**src/rtl/reg_bus_pkg.sv**
```systemverilog
// Shared definitions for the hardware register bus (0xF000-0xFFFF window).
// Holds bus widths, the window prefix and the lock FSM state type.
package reg_bus_pkg;

  localparam int unsigned REG_INDEX_W   = 12;
  localparam int unsigned REG_DATA_W    = 16;
  localparam logic [3:0]  HW_REG_PREFIX = 4'hF;

  typedef enum logic {
    LOCK_IDLE,
    LOCK_HELD
  } lock_state_e;

endpackage

```
**src/rtl/reg_bus_arbiter_rr_pick.sv**
```systemverilog
// rr_pick: combinational round-robin picker.
// Searches req starting at ptr+1 upward, wrapping at NUM_REQ; ptr itself is
// searched last.
//   req   : request vector
//   ptr   : index of the most recent winner
//   found : some request is set
//   idx   : index of the first set request in rotated order
module rr_pick #(
  parameter int unsigned NUM_REQ = 2,
  parameter int unsigned IDX_W   = $clog2(NUM_REQ)
) (
  input  logic [NUM_REQ-1:0] req,
  input  logic [IDX_W-1:0]   ptr,
  output logic               found,
  output logic [IDX_W-1:0]   idx
);

  int unsigned j;

  always_comb begin
    found = 1'b0;
    idx   = '0;
    j     = 0;
    for (int unsigned k = 1; k <= NUM_REQ; k++) begin
      j = (32'(ptr) + k) % NUM_REQ;
      if (!found && req[IDX_W'(j)]) begin
        found = 1'b1;
        idx   = IDX_W'(j);
      end
    end
  end

endmodule

```
**src/rtl/reg_bus_arbiter.sv**
```systemverilog
// reg_bus_arbiter: shares the 12-bit hardware register port between NUM_REQ
// requesters. One access per cycle, granted combinationally; read data is
// returned one cycle after issue. A requester may take a bounded exclusive
// lock for read-modify-write sequences.
//   req_valid/write/lock/index/wdata : per-requester access request
//   gnt                              : one-hot, access issued this cycle
//   rsp_valid / rsp_rdata            : read response for requester i
//   lock_timeout                     : 1-cycle pulse on forced lock release
//   register_*                       : peripheral bus
module reg_bus_arbiter
  import reg_bus_pkg::*;
#(
  parameter int unsigned NUM_REQ      = 2,
  parameter int unsigned PRIORITY0    = 1,
  parameter int unsigned LOCK_TIMEOUT = 64
) (
  input  logic                           clk,
  input  logic                           reset_n,
  input  logic [NUM_REQ-1:0]             req_valid,
  input  logic [NUM_REQ-1:0]             req_write,
  input  logic [NUM_REQ-1:0]             req_lock,
  input  logic [REG_INDEX_W*NUM_REQ-1:0] req_index,
  input  logic [REG_DATA_W*NUM_REQ-1:0]  req_wdata,
  output logic [NUM_REQ-1:0]             gnt,
  output logic [NUM_REQ-1:0]             rsp_valid,
  output logic [REG_DATA_W-1:0]          rsp_rdata,
  output logic                           lock_timeout,
  output logic [REG_INDEX_W-1:0]         register_index,
  output logic                           register_read,
  output logic                           register_write,
  output logic [REG_DATA_W-1:0]          register_write_value,
  input  logic [REG_DATA_W-1:0]          register_read_value
);

  localparam int unsigned IDX_W = $clog2(NUM_REQ);
  localparam int unsigned CNT_W = (LOCK_TIMEOUT > 0) ? $clog2(LOCK_TIMEOUT + 1) : 1;
  localparam logic [CNT_W-1:0] CNT_MAX = CNT_W'(LOCK_TIMEOUT);

  lock_state_e          state_q, state_d;
  logic [IDX_W-1:0]     owner_q, owner_d;
  logic [IDX_W-1:0]     rr_ptr_q, rr_ptr_d;
  logic [CNT_W-1:0]     cnt_q, cnt_d;
  logic [NUM_REQ-1:0]   rsp_q, rsp_d;
  logic                 lock_timeout_q, lock_timeout_d;

  logic                 rr_found;
  logic [IDX_W-1:0]     rr_idx;
  logic                 grant;
  logic [IDX_W-1:0]     sel_idx;

  rr_pick #(
    .NUM_REQ (NUM_REQ),
    .IDX_W   (IDX_W)
  ) u_rr_pick (
    .req   (req_valid),
    .ptr   (rr_ptr_q),
    .found (rr_found),
    .idx   (rr_idx)
  );

  // Selection: lock owner only, else fixed-priority req 0, else round-robin.
  // Nothing is granted while reset_n is low or in a forced-release cycle.
  always_comb begin
    grant   = 1'b0;
    sel_idx = '0;
    if (reset_n) begin
      if (state_q == LOCK_HELD) begin
        if (!lock_timeout_q && req_valid[owner_q]) begin
          grant   = 1'b1;
          sel_idx = owner_q;
        end
      end else if (PRIORITY0 != 0 && req_valid[0]) begin
        grant   = 1'b1;
        sel_idx = '0;
      end else if (rr_found) begin
        grant   = 1'b1;
        sel_idx = rr_idx;
      end
    end
  end

  always_comb begin
    gnt                  = '0;
    rsp_d                = '0;
    register_index       = '0;
    register_write_value = '0;
    register_read        = 1'b0;
    register_write       = 1'b0;
    for (int unsigned i = 0; i < NUM_REQ; i++) begin
      if (grant && sel_idx == IDX_W'(i)) begin
        gnt[i]               = 1'b1;
        rsp_d[i]             = !req_write[i];
        register_index       = req_index[REG_INDEX_W*i +: REG_INDEX_W];
        register_write_value = req_wdata[REG_DATA_W*i +: REG_DATA_W];
        register_read        = !req_write[i];
        register_write       = req_write[i];
      end
    end
  end

  always_comb begin
    state_d  = state_q;
    owner_d  = owner_q;
    cnt_d    = cnt_q;
    rr_ptr_d = rr_ptr_q;
    if (state_q == LOCK_IDLE) begin
      if (grant) begin
        rr_ptr_d = sel_idx;
        if (req_lock[sel_idx]) begin
          state_d = LOCK_HELD;
          owner_d = sel_idx;
          cnt_d   = '0;
        end
      end
    end else begin
      if (lock_timeout_q) begin
        state_d  = LOCK_IDLE;
        rr_ptr_d = owner_q;
        cnt_d    = '0;
      end else if (!req_lock[owner_q]) begin
        // Outside a forced release the owner is granted exactly when valid, so
        // "granted without lock" and "dropped valid and lock" both reduce to
        // the owner's lock bit being low.
        state_d = LOCK_IDLE;
        cnt_d   = '0;
      end else if (LOCK_TIMEOUT != 0 && cnt_q != CNT_MAX) begin
        cnt_d = cnt_q + 1'b1;
      end
    end
    // Flag the cycle in which the counter sits at the limit; that cycle is
    // the forced-release cycle.
    lock_timeout_d = (LOCK_TIMEOUT != 0) && (state_d == LOCK_HELD) && (cnt_d == CNT_MAX);
  end

  always_ff @(posedge clk) begin
    if (!reset_n) begin
      state_q        <= LOCK_IDLE;
      owner_q        <= '0;
      rr_ptr_q       <= IDX_W'(NUM_REQ - 1);
      cnt_q          <= '0;
      rsp_q          <= '0;
      lock_timeout_q <= 1'b0;
    end else begin
      state_q        <= state_d;
      owner_q        <= owner_d;
      rr_ptr_q       <= rr_ptr_d;
      cnt_q          <= cnt_d;
      rsp_q          <= rsp_d;
      lock_timeout_q <= lock_timeout_d;
    end
  end

  assign rsp_valid    = reset_n ? rsp_q : '0;
  assign lock_timeout = reset_n & lock_timeout_q;
  assign rsp_rdata    = register_read_value;

endmodule

```
**config.mk**
```make
export PLATFORM = sky130hd
export DESIGN_NAME = reg_bus_arbiter
export DESIGN_NICKNAME = d
export VERILOG_FILES = /design/src/rtl/reg_bus_pkg.sv /design/src/rtl/reg_bus_arbiter_rr_pick.sv /design/src/rtl/reg_bus_arbiter.sv
export SDC_FILE = /design/constraint.sdc
export NUM_CORES = 1
export LEC_CHECK = 0
export CAP_MARGIN = 20
export CORE_MARGIN = 4
export CORE_UTILIZATION = 26
export DETAILED_ROUTE_END_ITERATION = 16
export PLACE_DENSITY = 0.78
export SYNTH_ARGS = -nofsm -noshare
export SYNTH_HDL_FRONTEND = slang
export SYNTH_SLANG_ARGS = --single-unit
```
**constraint.sdc**
```tcl
create_clock -name clk -period 2.1 [get_ports clk]
set_input_delay 0.63 -clock clk [delete_from_list [all_inputs] [get_ports clk]]
set_output_delay 0.63 -clock clk [all_outputs]
set_load 0.01 [all_outputs]
```
# ---- After elaboration in Yosys (flattened, before gate mapping)
# Index checks and enable logic that the tools add are counted.
dict set report op_classes {
  n_reduce_logical 13
  bitwise 3
  n_mux 49
  magnitude_cmp 4
  eq_ne 3
  addsub 3
}
# cell count
set ops {}
lappend ops {{$mux W7} 6}
lappend ops {{$mux W1} 38}
lappend ops {{$mux W16} 2}
lappend ops {{$mux W12} 2}
lappend ops {{$lt A1 B2 Y1 const B} 4}
lappend ops {{$add A7 B1 Y7 const B} 1}
lappend ops {{$eq A7 B7 Y1 const B} 1}
lappend ops {{$ne A7 B7 Y1 const B} 1}
lappend ops {{$logic_and A1 B1 Y1} 5}
lappend ops {{$logic_not A1 Y1} 4}
lappend ops {{$reduce_and A2 Y1} 2}
lappend ops {{$reduce_and A3 Y1} 1}
lappend ops {{$add A1 B1 Y1 const B} 2}
lappend ops {{$mux W2} 1}
lappend ops {{$ne A2 B1 Y1 const B} 1}
lappend ops {{$not A1 Y1} 2}
lappend ops {{$reduce_bool A2 Y1} 1}
lappend ops {{$and A1 B1 Y1} 1}
dict set report word_totals {
  regBits 13
  output_inout_bits 51
}

# ---- Depth between registers and ports, before layout
# Gate-level depths: netlist of run 1.
dict set report logic_depth {
  ltp_word 18
  ltp_mapped 7
}

# ---- By module
# From an unflattened synthesis of run 1, not the netlist that was laid out.
dict set report unflattened {
  hier_cells 150
  hier_area_um2 1236.2
}
# mod seq_area_each_um2 area_per_inst_um2 instances cells_each
set modules_own_cells {}
lappend modules_own_cells {reg_bus_arbiter 260.2 1222.4 1 148}
lappend modules_own_cells {rr_pick 0.0 13.8 1 2}

# ---- Least setup slack after synthesis of run 1
# Ideal clock, no wire load.
dict set report synth_path {
  path_type {in2out}
  startpoint {input req_valid[0]}
  endpoint {output register_index[10]}
  arrival_ps 1654
  path_slack_ps -184
  path_stages 4
  cell_sequence {nor3b_1 -> o21a_4 -> clkbuf_1 -> a22o_1}
}
dict set report synth_between {
  elab_chain_cells 14
}
# element line
set synth_rtl {}
lappend synth_rtl {{from (decl)} reg_bus_arbiter.sv:19} ;# input logic [NUM_REQ-1:0] req_valid,
lappend synth_rtl {{$mux W1 (not written as such) (2 in series)} reg_bus_arbiter_rr_pick.sv:26} ;# if (!found && req[IDX_W'(j)]) begin
lappend synth_rtl {{$mux W1} reg_bus_arbiter_rr_pick.sv:26}
lappend synth_rtl {{$logic_not A1 Y1} reg_bus_arbiter_rr_pick.sv:26}
lappend synth_rtl {{$logic_and A1 B1 Y1} reg_bus_arbiter_rr_pick.sv:26}
lappend synth_rtl {{$mux W1} reg_bus_arbiter_rr_pick.sv:26}
lappend synth_rtl {{$mux W1} reg_bus_arbiter.sv:75} ;# end else if (rr_found) begin
lappend synth_rtl {{$mux W1} reg_bus_arbiter.sv:72} ;# end else if (PRIORITY0 != 0 && req_valid[0]) begin
lappend synth_rtl {{$mux W1} reg_bus_arbiter.sv:67} ;# if (state_q == LOCK_HELD) begin
lappend synth_rtl {{$mux W1} reg_bus_arbiter.sv:66} ;# if (reset_n) begin
lappend synth_rtl {{$not A1 Y1} reg_bus_arbiter.sv:90} ;# if (grant && sel_idx == IDX_W'(i)) begin
lappend synth_rtl {{$logic_and A1 B1 Y1} reg_bus_arbiter.sv:90}
lappend synth_rtl {{$mux W12} reg_bus_arbiter.sv:90}
lappend synth_rtl {{$mux W12 *} reg_bus_arbiter.sv:90}
lappend synth_rtl {{to (decl)} reg_bus_arbiter.sv:28} ;# output logic [REG_INDEX_W-1:0] register_index,
# Mark *: on every way between the ends. The rest lies on a longest branch, timed or not. The select of a mux whose other input is x is not followed.

# ---- Final worst setup path of run 1
dict set report layout_path {
  startpoint {input req_valid[1]}
  endpoint {output register_index[10]}
}
# Same word-level chain as after synthesis.

==> summary.txt, run 1 <==
Status -> finished, violations left
Failing checks -> negative setup slack
Final non-filler cell total -> 313
FF-to-FF path depth -> 7
Max-slew headroom -> 0.734
Final wirelength -> 4.62 mm
Required time worst endpoint -> 1.47 ns
Largest net degree at the start of global routing -> 15
Ant diodes -> 0
Dpl cells -> 306
Netlist cell types -> 40
DP Worst Slack -> -1.00 ns
Detailed-route via count -> 1,540
HP Class -> flip-flop to flip-flop
DR vias/cell -> 4.92
Root buffer selected by CTS -> clkbuf_8
Nature of the critical path endpoint -> primary output
Post-synthesis sequential area ratio -> 0.195
Critical Path Max Stage Delay -> 0.25 ns
Vias in the first global route -> 1,543
Port Buf Inserts -> 98
NumNets Final -> 344
Syn Nets -> 239
Final Hold Fails -> 0
Hold Buf Count CTS -> 0
Yosys warns -> 0
Clock Path Buffers -> 2
Register bit count reported by yosys -> 12
TritonCTS clock tree -> done
Post-route setup TNS -> -4.91 ns
RD Place Congestion -> 0.850
Final Worst Setup Slack -> -0.193 ns
Reg-to-reg endpoint -> lock_timeout_q
Worst-path maximum fanout -> 6
Die ar. -> 0.00590 mm^2
CTS HTree Levels -> 1
Setup crit start kind -> primary input
Die X -> 76.8 um
Clock skew -> 0.00458 ns
Worst-case register-to-register setup slack -> 0.20 ns
DRC Markers -> 0
Hold path depth -> 2
Clock period minus worst slack -> 2.29 ns
Clock insertion delay at the later pin of the skew report -> 0.25 ns
Measured slew at the worst slew-check pin -> 0.396 ns
Worst Setup Path Type -> primary input to primary output
Setup violators final -> 31
Antenna violations before repair -> 0
Post-synth EDFFs -> 0
Crit path cell chain -> buf_8 > and4b_4 > o21a_4 > buf_16 > a22o_1 > buf_2
Starting Density -> 0.275
Reg-to-reg startpoint -> lock_timeout_q
# Max-Cap Violations -> 0
First drt pass iteration count -> 4
First-pass GRT wire length -> 7.42 mm
CTS Buf Count -> 3
Site Rows -> 24
Average size of a mapped cell -> 7.84 um^2
Mapped cell area -> 0.00123 mm^2
Area grow syn2layout -> 90.3%
Die Ht -> 76.8 um
RSZ-0062 raised after global routing -> true
Peak supply drop -> 249 uV
Hold_sp -> cnt_q[6]
Hold endpoint -> cnt_q[6]
Final global-route overflow total -> 0
Leakage -> 1.04 nW
Core area -> 0.00447 mm^2
Global Route Usage Sum -> 0.152
HPWL Detailed -> 3.75 mm
Async S/R FF share, synth -> 0
Final count of pins violating max slew -> 0
Fill cells -> 438
Remaining antenna violation count -> 0
# IOs -> 131
Cells after synthesis -> 157
Arr. time, crit path -> 1.66 ns
Tcrit/Tclk final -> 1.09
PwrDens -> 362 mW/mm^2
WHS -> 0.535 ns
Primary FF master, synth -> dfxtp_1
Share of cells above drive strength 1 -> 0.310
Wire per inst -> 14.8 um
Drt first-iter violations -> 31
CP max stage cell -> o21a_4
CTS clk-pin slew, worst paths -> 0.05 ns
Clock Sinks -> 12
Peak Freq -> 436 MHz
-- routing by layer --
| layer | vias up | share of wire | GRT usage |
|---|---|---|---|
| li1 | 777 | - | - |
| met1 | 689 | 0.41 | 0.172 |
| met2 | 61 | 0.49 | 0.266 |
| met3 | 13 | 0.082 | 0.0433 |
| met4 | 0 | 0.023 | 0.0670 |
| met5 | - | 0 | 0 |
-- report_power, final --
| group | internal (W) | switching [W] |
|---|---|---|
| Clock | 0.000166 | 0.000102 |
| Sequential | 0.000232 | 0.00000436 |
| Combinational | 0.000225 | 0.000118 |
| Total | 0.000623 | 0.000224 |
-- through the flow --
stage               utilization  instance area [um^2]  total power (W)
floorplan                     -                  1240         0.000384
global placement          0.523                  2340         0.000595
detailed placement        0.523                  2340         0.000601
CTS                       0.515                  2300         0.000842
global route              0.524                  2340         0.000880
finish                    0.524                  2340         0.000848
-- timing repair --
item	in CTS	in global routing
setup buffers	1	1
endpoints found under the setup margin	44	32
resized for setup	152	8
endpoints found under the hold margin	0	0
pin swaps	8	9
gates cloned	2	0
-- registers in the layout, indices dropped and copies added (netlist names) --
name and cells:
owner_q 1, state_q 1, lock_timeout_q 1, rsp_q 2, cnt_q 7
-- placed cells by master (no fill, tap or decap), types with 7 or more instances in the layout --
cell | netlist | layout
clkdlybuf4s50_1 | 0 | 60
a22o_1 | 29 | 29
buf_2 | 1 | 27
buf_4 | 16 | 22
nor2_1 | 11 | 11
dfxtp_1 | 12 | 11
o21ai_0 | 9 | 9
buf_6 | 1 | 8
inv_1 | 7 | 7
nand2_1 | 8 | 7
-- worst max-delay path by stage --
| stage | startpoint | endpoint | slack [ns] |
|---|---|---|---|
| 2_1_floorplan | req_valid[0] | register_index[0] | -0.02 |
| 4_1_cts | req_valid[1] | register_write_value[4] | -0.22 |
| 5_1_grt | req_valid[1] | register_index[10] | -0.22 |
| 3_3_place_gp | req_valid[1] | register_write_value[4] | -0.93 |
| 3_5_place_dp | req_valid[1] | register_write_value[4] | -1.00 |
| 6_report | req_valid[1] | register_index[10] | -0.19 |
-- layout make-up --
class	count	area [um^2]	area share
Timing Repair Buffer	126	1140	0.486
Multi-Input combinational cell	112	817	0.349
Sequential cell	12	241	0.103
Tap cell	52	65.1	0.0278
Clock buffer	4	55.1	0.0235
Inverter	7	26.3	0.0112
-- worst max-delay path: cells and delay by family --
| kind | cells | cell delay (ns) |
|---|---|---|
| buf+inv | 3 | 0.39 |
| simple gates | 1 | 0.19 |
| compound gates | 2 | 0.45 |
-- synthesized netlist by cell type (3+ instances only) --
cell type	count	area, um^2
a21boi_0	6	45.0
a22o_1	29	254
and2_1	3	18.8
and3_1	3	18.8
buf_4	16	120
clkbuf_1	8	30.0
dfxtp_1	12	240
inv_1	7	26.3
nand2_1	8	30.0
nand3_1	6	30.0
nor2_1	11	41.3
nor2b_1	4	25.0
nor3_1	3	15.0
o21ai_0	9	45.0
-- cell families after synthesis --
kind of cell             Yosys count  share of synthesized area
AO/OA/AOI/OAI                     55                      0.357
adder cells (fa/ha/maj)            2                     0.0203
buffers and inverters             33                      0.157
multiplexers                       3                     0.0295
AND/OR/NAND/NOR                   51                      0.235
flip-flops                        12                      0.195
XOR/XNOR                           1                    0.00712
No activity file was read; power rests on OpenSTA's default activity.
==> run 2, diff against run 1 <==
--- a/config.mk
+++ b/config.mk
@@ -7,9 +7,9 @@
 export LEC_CHECK = 0
 export CAP_MARGIN = 20
 export CORE_MARGIN = 4
-export CORE_UTILIZATION = 26
+export CORE_UTILIZATION = 29
 export DETAILED_ROUTE_END_ITERATION = 16
-export PLACE_DENSITY = 0.78
+export PLACE_DENSITY = 0.82
 export SYNTH_ARGS = -nofsm -noshare
 export SYNTH_HDL_FRONTEND = slang
 export SYNTH_SLANG_ARGS = --single-unit
==> constraint.sdc (replaced) <==
create_clock -name clk -period 2.6 [get_ports clk]
set_input_delay 0.78 -clock clk [delete_from_list [all_inputs] [get_ports clk]]
set_output_delay 0.78 -clock clk [all_outputs]
set_load 0.01 [all_outputs]
==> summary.txt, run 2 (synthesized netlist as in run 1, its figures left out) <==
Status -> finished, violations left
Vias in the first global route -> 1,550 (+0.45%)
Peak Freq -> 371 MHz
Clock skew -> 0.000723 ns (-0.00386 ns)
Clock Path Buffers -> 2 (unchanged)
CTS HTree Levels -> 1 (unchanged)
Largest Register -> cnt_q
Clock insertion delay at the later pin of the skew report -> 0.24 ns (about the same)
DRT met1 WL -> 2.10 mm (+12%)
Final Hold Fails -> 0 (unchanged)
Global Route Usage Sum -> 0.194 (+0.0417)
RD Place Congestion -> 0.872 (+2.5%)
Die ar. -> 0.00535 mm^2 (-9.3%)
Worst-path maximum fanout -> 5 (-1)
Tcrit/Tclk final -> 1.04
DRC Markers -> 0 (unchanged)
Cell Int Power -> 0.000474 W (-24%)
CTS clk-pin slew, worst paths -> 0.05 ns (about the same)
CTS Buf Count -> 3 (unchanged)
Commonest non-fill, non-tap cell in the layout -> clkdlybuf4s50_1
# IOs -> 131 (unchanged)
Wire per inst -> 17.2 um (+17%)
Met3 WL -> 462 um (+22%)
Starting Density -> 0.303 (+0.0283)
Critical Path Max Stage Delay -> 0.26 ns (about the same)
Setup violators final -> 29 (-6.5%)
Cell mode on critical path -> buf_6
RSZ-0062 raised after global routing -> true
Share of cells above drive strength 1 -> 0.309 (-0.00118)
Setup crit start kind -> primary input
Dpl cells -> 300 (-2.0%)
Final wirelength -> 5.37 mm (+16%)
Final non-filler cell total -> 312 (-0.32%)
Clock Sinks -> 12 (unchanged)
Most frequent cells in the layout -> clkdlybuf4s50_1, a22o_1, buf_2, buf_4, dfxtp_1
Required time worst endpoint -> 1.82 ns (+0.35 ns)
HPWL Detailed -> 4.11 mm (+9.6%)
Logic pwr share -> 0.445 (+0.040)
DR top layer -> met4
Peak supply drop -> 177 uV (-29%)
CP max stage cell -> o21a_4
Crit path cell chain -> buf_6 > buf_6 > and4b_4 > o21a_4 > buf_12 > a22o_1 > buf_2
NumNets Final -> 346 (+0.58%)
Remaining antenna violation count -> 0 (unchanged)
Site Rows -> 23 (-4.2%)
Final core occ -> 0.576 (+0.0519)
Flip-flop count of the largest register after layout -> 7 (unchanged)
Measured slew at the worst slew-check pin -> 0.348 ns (-0.0477 ns)
Die X -> 73.2 um (-4.8%)
Nature of the critical path endpoint -> primary output
DR vias/cell -> 5.14 (+4.4%)
PwrDens -> 278 mW/mm^2 (-23%)
First-pass GRT wire length -> 7.90 mm (+6.5%)
Final Worst Setup Slack -> -0.0923 ns (+0.101 ns)
Largest net degree at the start of global routing -> 13 (-2)
Detailed-route via count -> 1,603 (+4.1%)
Final global-route overflow total -> 0 (unchanged)
Port Buf Inserts -> 98 (unchanged)
Failing checks -> negative setup slack
Clk network pwr share -> 0.261 (-0.055)
Psw -> 0.000175 W (-22%)
Ant diodes -> 0 (unchanged)
Arr. time, crit path -> 1.91 ns (+0.25 ns)
Root buffer selected by CTS -> clkbuf_8
TritonCTS clock tree -> done
Top Registers -> cnt_q: 7 flops, rsp_q: 2 flops
Net Sw Frac -> 0.269 (+0.00498)
# Max-Cap Violations -> 0 (unchanged)
Final count of pins violating max slew -> 0 (unchanged)
Area grow syn2layout -> 89.7%
Worst Setup Path Type -> primary input to primary output
Max-slew headroom -> 0.766 (+0.0320)
Hold Buf Count CTS -> 0 (unchanged)
Antenna violations before repair -> 0 (unchanged)
Drt first-iter violations -> 73 (+140%)
Sequential Power Share -> 0.294 (+0.015)
Core area -> 0.00406 mm^2 (-9.3%)
Leakage -> 1.04 nW (+0.38%)
Clock period minus worst slack -> 2.69 ns
HP Class -> flip-flop to flip-flop
First drt pass iteration count -> 4 (unchanged)
Die Ht -> 73.2 um (-4.8%)
Met2 WL post-DR -> 2.63 mm (+16%)
[run 2: final timing paths]
path,slack [ns],start,cells past startpoint,end
min,0.53,cnt_q[6],2,cnt_q[6]
min reg2reg,0.53,cnt_q[6],2,cnt_q[6]
max,-0.09,req_valid[1],7,register_write_value[9]
max reg2reg,0.38,state_q,9,lock_timeout_q
[run 2: worst max-delay path, delay by kind of cell]
family | cells | cell delay (ns)
buffers and inverters | 4 | 0.50
AOI/OAI and AO/OA | 2 | 0.46
and+or+nand+nor | 1 | 0.18
[run 2: cell type report]
class                           count  area [um^2]
Inverter                            7         26.3
Clock buffer                        3         41.3
Timing Repair Buffer              126         1130
Multi-Input combinational cell    114          838
Tap cell                           50         62.6
Sequential cell                    12          240
Fill cell                         362         1720
[run 2: power by group through the flow]
| stage | sequential (W) | clock [W] | combinational (W) |
|---|---|---|---|
| after floorplan | 0.000193 | 0 | 0.000116 |
| after global placement | 0.000194 | 0 | 0.000290 |
| after detailed placement | 0.000194 | 0 | 0.000294 |
| after CTS | 0.000190 | 0.000180 | 0.000287 |
| after global routing | 0.000190 | 0.000188 | 0.000307 |
| final | 0.000190 | 0.000170 | 0.000289 |
[run 2: what timing repair did]
item,CTS,global route
endpoints found under the setup margin,36,33
pin swaps,9,6
cloned,5,0
gates resized for setup,153,3
buffers inserted,5,0
[run 2: through the flow]
stage	setup TNS, ns	cell area [um^2]	setup WS [ns]	hold WS, ns	total power (W)
final	-1.74	2340	-0.0923	0.528	0.000649
after global routing	-2.33	2340	-0.0982	0.572	0.000685
after CTS	-2.15	2330	-0.111	0.531	0.000657
after detailed placement	-27.33	2300	-0.827	0.524	0.000488
after global placement	-27.30	2300	-0.827	0.514	0.000484
after floorplan	0	1230	0.0163	0.469	0.000309
[run 2: per-layer routing]
| layer | vias up | GRT usage |
|---|---|---|
| met4 | 0 | 0.0963 |
| met2 | 78 | 0.310 |
| met5 | - | 0 |
| met3 | 17 | 0.0606 |
| met1 | 728 | 0.233 |
| li1 | 780 | - |
==> edit 1 (settings of run 2) <==
Set the parameter `LOCK_TIMEOUT` to 128 (it was 64).
--- a/src/rtl/reg_bus_arbiter.sv
+++ b/src/rtl/reg_bus_arbiter.sv
@@ -12,7 +12,7 @@
 #(
   parameter int unsigned NUM_REQ      = 2,
   parameter int unsigned PRIORITY0    = 1,
-  parameter int unsigned LOCK_TIMEOUT = 64
+  parameter int unsigned LOCK_TIMEOUT = 128
 ) (
   input  logic                           clk,
   input  logic                           reset_n,
Function: no difference found for any inputs over 10 cycles, from zero or initial values and one cycle with reset_n low; that may be too few to reach the edited logic, so the function may still have changed.
==> edit 1 against run 2 <==
The flow still finishes with violations (setup timing); sequential cell count grew 1; via count shrank 1.5%; cell area shrank 1.7%; utilization shrank 2.2 points; power grew 2.3%; clock skew grew 0.0049 ns; critical path depth is the same; routed wire length shrank 5.7%; sequential share of layout area grew 1.1 points; worst setup slack gained 0.090 ns; area after synthesis grew 4.1%; largest power group unchanged.
==> edit 1: results (changes against run 2) <==
Status
Result of the run: complete, but fails checks (unchanged). Violated checks: setup timing (unchanged).

Yosys
The number of warnings reported in the yosys synthesis log is 0 (unchanged). The fraction of the yosys area taken by sequential cells is 20.3% (was 19.5%). The async set-or-reset flop fraction in the synthesized netlist is 0% (unchanged). Leading cell types by count after synthesis: 29 x sky130_fd_sc_hd__a22o_1, 16 x sky130_fd_sc_hd__buf_4, 13 x sky130_fd_sc_hd__dfxtp_1 (was 29 x sky130_fd_sc_hd__a22o_1, 16 x sky130_fd_sc_hd__buf_4, 12 x sky130_fd_sc_hd__dfxtp_1). The number of different library cells in the post-synthesis netlist is 42 (was 40).

The total nets after synthesis is 248 (was 239). The area fraction in compound gates after synthesis is 37.3% (was 35.7%). The area share of fa/ha/maj cells after synthesis was 1.95% (was 2.03%).

The portion of netlist area occupied by mux cells came to 1.66% (was 2.95%). Dominant cells by area after synthesis: sky130_fd_sc_hd__dfxtp_1 20%, sky130_fd_sc_hd__a22o_1 20%, sky130_fd_sc_hd__buf_4 9.4%, sky130_fd_sc_hd__nor2_1 3.5%, sky130_fd_sc_hd__o21ai_0 3.1% (was sky130_fd_sc_hd__a22o_1 21%, sky130_fd_sc_hd__dfxtp_1 20%, sky130_fd_sc_hd__buf_4 9.8%, sky130_fd_sc_hd__o21ai_0 3.7%, sky130_fd_sc_hd__a21boi_0 3.7%).

Routing
The sum of routed wire length over all layers is 5.06 mm (was 5.37 mm). The initial detailed-routing violation count is 148 (was 73).

Place
The half-perimeter wire length after placement is 4.07 mm (was 4.11 mm). The final RePlAce weighted congestion is 0.884 (was 0.872). The worst slack at placement was -0.895 ns (was -0.827 ns).

Job
The number of maximum-capacitance violations is 0 (unchanged).

Layout
The total number of nets in the final design came to 336 (was 346). The fraction of layout cells with a size suffix above 1 came to 24.1% (was 30.9%). The count of filler cells inserted in the layout is 381 (was 362). Largest registers in the final layout: cnt_q x8, rsp_q x2 (was cnt_q x7, rsp_q x2).

Timing
The worst-margin pin slew is 0.494 ns (was 0.348 ns). The setup slack of the critical path after layout came to -0.00259 ns (was -0.0923 ns). The final-report setup violation count is 1 (was 29). The worst setup skew after layout came to 0.00560 ns (was 0.000723 ns).

Critical path
The critical path arrival came to 1.82 ns (was 1.91 ns). The number of cells on the worst reg-to-reg path is 6 (was 9). The delay of the slowest cell on the worst path is 0.23 ns (was 0.26 ns). The standard cell with the maximum stage delay on the critical path is sky130_fd_sc_hd__or2_4 (was sky130_fd_sc_hd__o21a_4).

GRT
The maximum number of pins on one net before global-route repair came to 17 (was 13). The number of global-route vias before repair is 1620 (was 1550). The total track usage is 18.4% (was 19.4%). The first-pass GRT wire length was 7.78 mm (was 7.90 mm).

Min path
The source of the worst hold timing path was cnt_q[1] (was cnt_q[6]).

Power
The static leakage power is 0.959 nW (was 1.04 nW). The worst vdd rail ir drop is 0.000128 V (was 0.000177 V).
## edit 1: cell count changes after synthesis, sizes merged, moves of 2 or more
cell	before	now
a21boi	6	1
o221a	0	2
and3	3	1
inv	7	3
buf	18	22
a21oi	2	8
o211ai	0	3
nand3b	2	4
o21ai	9	12
or2	1	3
## edit 1: kinds of logic after synthesis
family,Yosys count
muxes,2
AOI/OAI and AO/OA,62
DFF,13
and+or+nand+nor,53
xor gates and xnor gates,2
adders and majority gates,2
buffers and inverters,32
## edit 1: worst max-delay path by stage
stage / startpoint / to / slack [ns] / cells after the start
2_1_floorplan: reset_n / register_index[11] / 0.004 / 5
3_3_place_gp: req_valid[0] / register_read / -0.81 / 7
3_5_place_dp: req_valid[0] / register_read / -0.90 / 7
4_1_cts: req_valid[0] / register_write_value[12] / -0.09 / 8
5_1_grt: req_valid[0] / register_write_value[2] / -0.03 / 7
6_report: req_valid[0] / register_write_value[2] / -0.003 / 7
## edit 1: metrics by stage
stage	std cells	utilization (%)	hold slack (ns)	setup TNS, ns	area [sq um]
after floorplan	166	-	0.490	0	1280
after global placement	295	54.6	0.533	-24.89	2260
after detailed placement	295	54.6	0.532	-26.14	2260
after CTS	302	54.7	0.542	-0.259	2270
after global routing	303	55.4	0.584	-0.131	2300
final	303	55.4	0.545	-0.00259	2300
## edit 1: per-layer routing
layer	part of all wire, %	global-route usage, %	vias up
met5	0	0	-
met4	1.9	5.73	0
met3	7.0	5.54	9
met2	55	35.8	72
met1	36	18.4	715
li1	-	-	783
## edit 1: where the power goes
group | leakage, nW | switching, W | total [W] | internal (W)
Clock | 0.0255 | 0.0000750 | 0.000181 | 0.000106
Combinational | 0.828 | 0.000103 | 0.000276 | 0.000173
Sequential | 0.105 | 0.00000416 | 0.000207 | 0.000203
Total | 0.959 | 0.000182 | 0.000664 | 0.000482
## edit 1: repair_timing
action | in CTS | in global routing
resized for setup | 144 | 5
cloned | 1 | 1
pin swaps | 3 | 3
setup endpoints to repair | 35 | 23
buffers inserted | 2 | 1
hold endpoints to repair | 0 | 0
## edit 1: area by class of cell
class	instances	area [sq um]	share of cell area, %
Tap cell	50	62.6	2.72
Sequential cell	13	260	11.3
Clock buffer	3	41.3	1.80
Multi-Input combinational cell	121	860	37.4
Clock inverter	1	5.00	0.218
Inverter	3	11.3	0.490
Timing Repair Buffer	112	1060	46.0
## edit 1: worst register-to-register path, stage by stage (launching register included)
cell                       delay (ns)
sky130_fd_sc_hd__dfxtp_1         0.34
sky130_fd_sc_hd__buf_4           0.17
sky130_fd_sc_hd__and4bb_1        0.28
sky130_fd_sc_hd__mux2i_1         0.25
sky130_fd_sc_hd__nand3b_1        0.11
sky130_fd_sc_hd__or3_1           0.33
sky130_fd_sc_hd__a221oi_2        0.26
==> edit 2 (settings of run 2) <==
Made on the original files. Make the reset (`reset_n`) asynchronous in one clocked block.
--- a/src/rtl/reg_bus_arbiter.sv
+++ b/src/rtl/reg_bus_arbiter.sv
@@ -132,7 +132,7 @@
     lock_timeout_d = (LOCK_TIMEOUT != 0) && (state_d == LOCK_HELD) && (cnt_d == CNT_MAX);
   end
 
-  always_ff @(posedge clk) begin
+  always_ff @(posedge clk or negedge reset_n) begin
     if (!reset_n) begin
       state_q        <= LOCK_IDLE;
       owner_q        <= '0;
Behaviour: no difference found for any inputs over 10 cycles, from zero or initial values and one cycle with reset_n low; that may be too few to reach the edited logic, so the function may still have changed.
==> edit 2 against run 2 <==
Count of clock-buffer cells in the layout did not move; die area stayed put; power is 34% higher; largest power group unchanged; sequential cell count stayed put; worst setup slack better by 0.12 ns; cell count fell by 5.8%; area after synthesis unchanged; cell area down 1.9%; critical endpoint is now register_read; largest cell class unchanged; routed wire length down 9.5%; critical path type unchanged.
==> edit 2: results (changes against run 2) <==
Critical path
The delay of the slowest cell on the worst path is 0.28 ns (was 0.26 ns). The number of cells on the worst reg-to-reg path is 7 (was 9). The startpoint of the worst-slack reg-to-reg timing path is cnt_q[0] (was state_q). The maximum fanout along the worst path is 2 (was 5). The worst setup path endpoint was register_read (was register_write_value[9]). The standard cell with the maximum stage delay on the critical path was sky130_fd_sc_hd__or2_2 (was sky130_fd_sc_hd__o21a_4). The critical path arrival is 1.79 ns (was 1.91 ns). The setup slack on the worst flop-to-flop path is 0.63 ns (was 0.38 ns).

Yosys
The number of different library cells in the post-synthesis netlist came to 41 (was 40). Dominant cells by area after synthesis: sky130_fd_sc_hd__dfrtp_1 24%, sky130_fd_sc_hd__a22o_1 21%, sky130_fd_sc_hd__buf_4 9.8%, sky130_fd_sc_hd__o21ai_0 2.8%, sky130_fd_sc_hd__nand2_1 2.7% (was sky130_fd_sc_hd__a22o_1 21%, sky130_fd_sc_hd__dfxtp_1 20%, sky130_fd_sc_hd__buf_4 9.8%, sky130_fd_sc_hd__o21ai_0 3.7%, sky130_fd_sc_hd__a21boi_0 3.7%). The total nets after synthesis was 226 (was 239). The post-synthesis share of cell area spent on xor and xnor gates is 1.42% (was 0.711%). The portion of netlist area occupied by mux cells came to 1.63% (was 2.95%). The synthesized instance count is 144 (was 157). The area fraction in compound gates after synthesis is 36.5% (was 35.7%). The fraction of the yosys area taken by sequential cells is 24.4% (was 19.5%).

The async set-or-reset flop fraction in the synthesized netlist is 100% (was 0%).

Routing
The routed via count divided by cell count was 5.24 (was 5.14). The initial detailed-routing violation count is 125 (was 73). The length of routed met3 wiring is 392 um (was 462 um). The total routed wire length on the met1 layer was 1.64 mm (was 2.10 mm).

GRT
The number of global-route vias before repair is 1671 (was 1550). The met2 usage came to 35.3% (was 31.0%). The first-pass GRT wire length came to 7.72 mm (was 7.90 mm). The maximum number of pins on one net before global-route repair is 16 (was 13).

Timing
The final critical delay including setup and external delays is 2.57 ns (was 2.69 ns). The worst-margin pin slew came to 0.408 ns (was 0.348 ns).

Place
The worst slack at placement is -0.810 ns (was -0.827 ns). The post-place instance area is 0.00225 sq mm (was 0.00230 sq mm). The final RePlAce weighted congestion is 0.806 (was 0.872). The half-perimeter wire length after placement is 4.00 mm (was 4.11 mm).

Power
The internal power contribution came to 0.000579 W (was 0.000474 W). The static leakage power was 1.08 nW (was 1.04 nW).

Layout
The non-filler instance count after layout is 294 (was 312). The fraction of layout cells with a size suffix above 1 was 30.7% (was 30.9%).

CTS
The buffers inserted during post-CTS setup optimization is 7 (was 5).

Min path
The worst hold-check path type was input pin to async pin (was flip-flop to flip-flop).

Status
Result of the run: completed (was complete, but fails checks).
==> edit 2: cell count changes after synthesis, sizes merged, moves of 3 or more <==
| cell | delta |
|---|---|
| a21boi | -4 |
| dfrtp | +12 |
| dfxtp | -12 |
| nor2 | -7 |
| nor3 | -3 |
==> edit 2: layout make-up <==
type / instances / area, sq um
Clock buffer: 3 / 41.3
Timing Repair Buffer: 121 / 1090
Tap cell: 50 / 62.6
Multi-Input combinational cell: 102 / 776
Inverter: 6 / 25.0
Sequential cell: 12 / 300
Fill cell: 351 / 1770
==> edit 2: metrics by stage <==
step | power [W] | utilization (%) | hold WS (ns)
2_1_floorplan | 0.000485 | - | 0.484
3_3_place_gp | 0.000698 | 55.4 | 0.522
3_5_place_dp | 0.000710 | 55.4 | 0.541
4_1_cts | 0.000880 | 57.0 | 0.531
5_1_grt | 0.000932 | 56.5 | 0.537
6_report | 0.000872 | 56.5 | 0.531
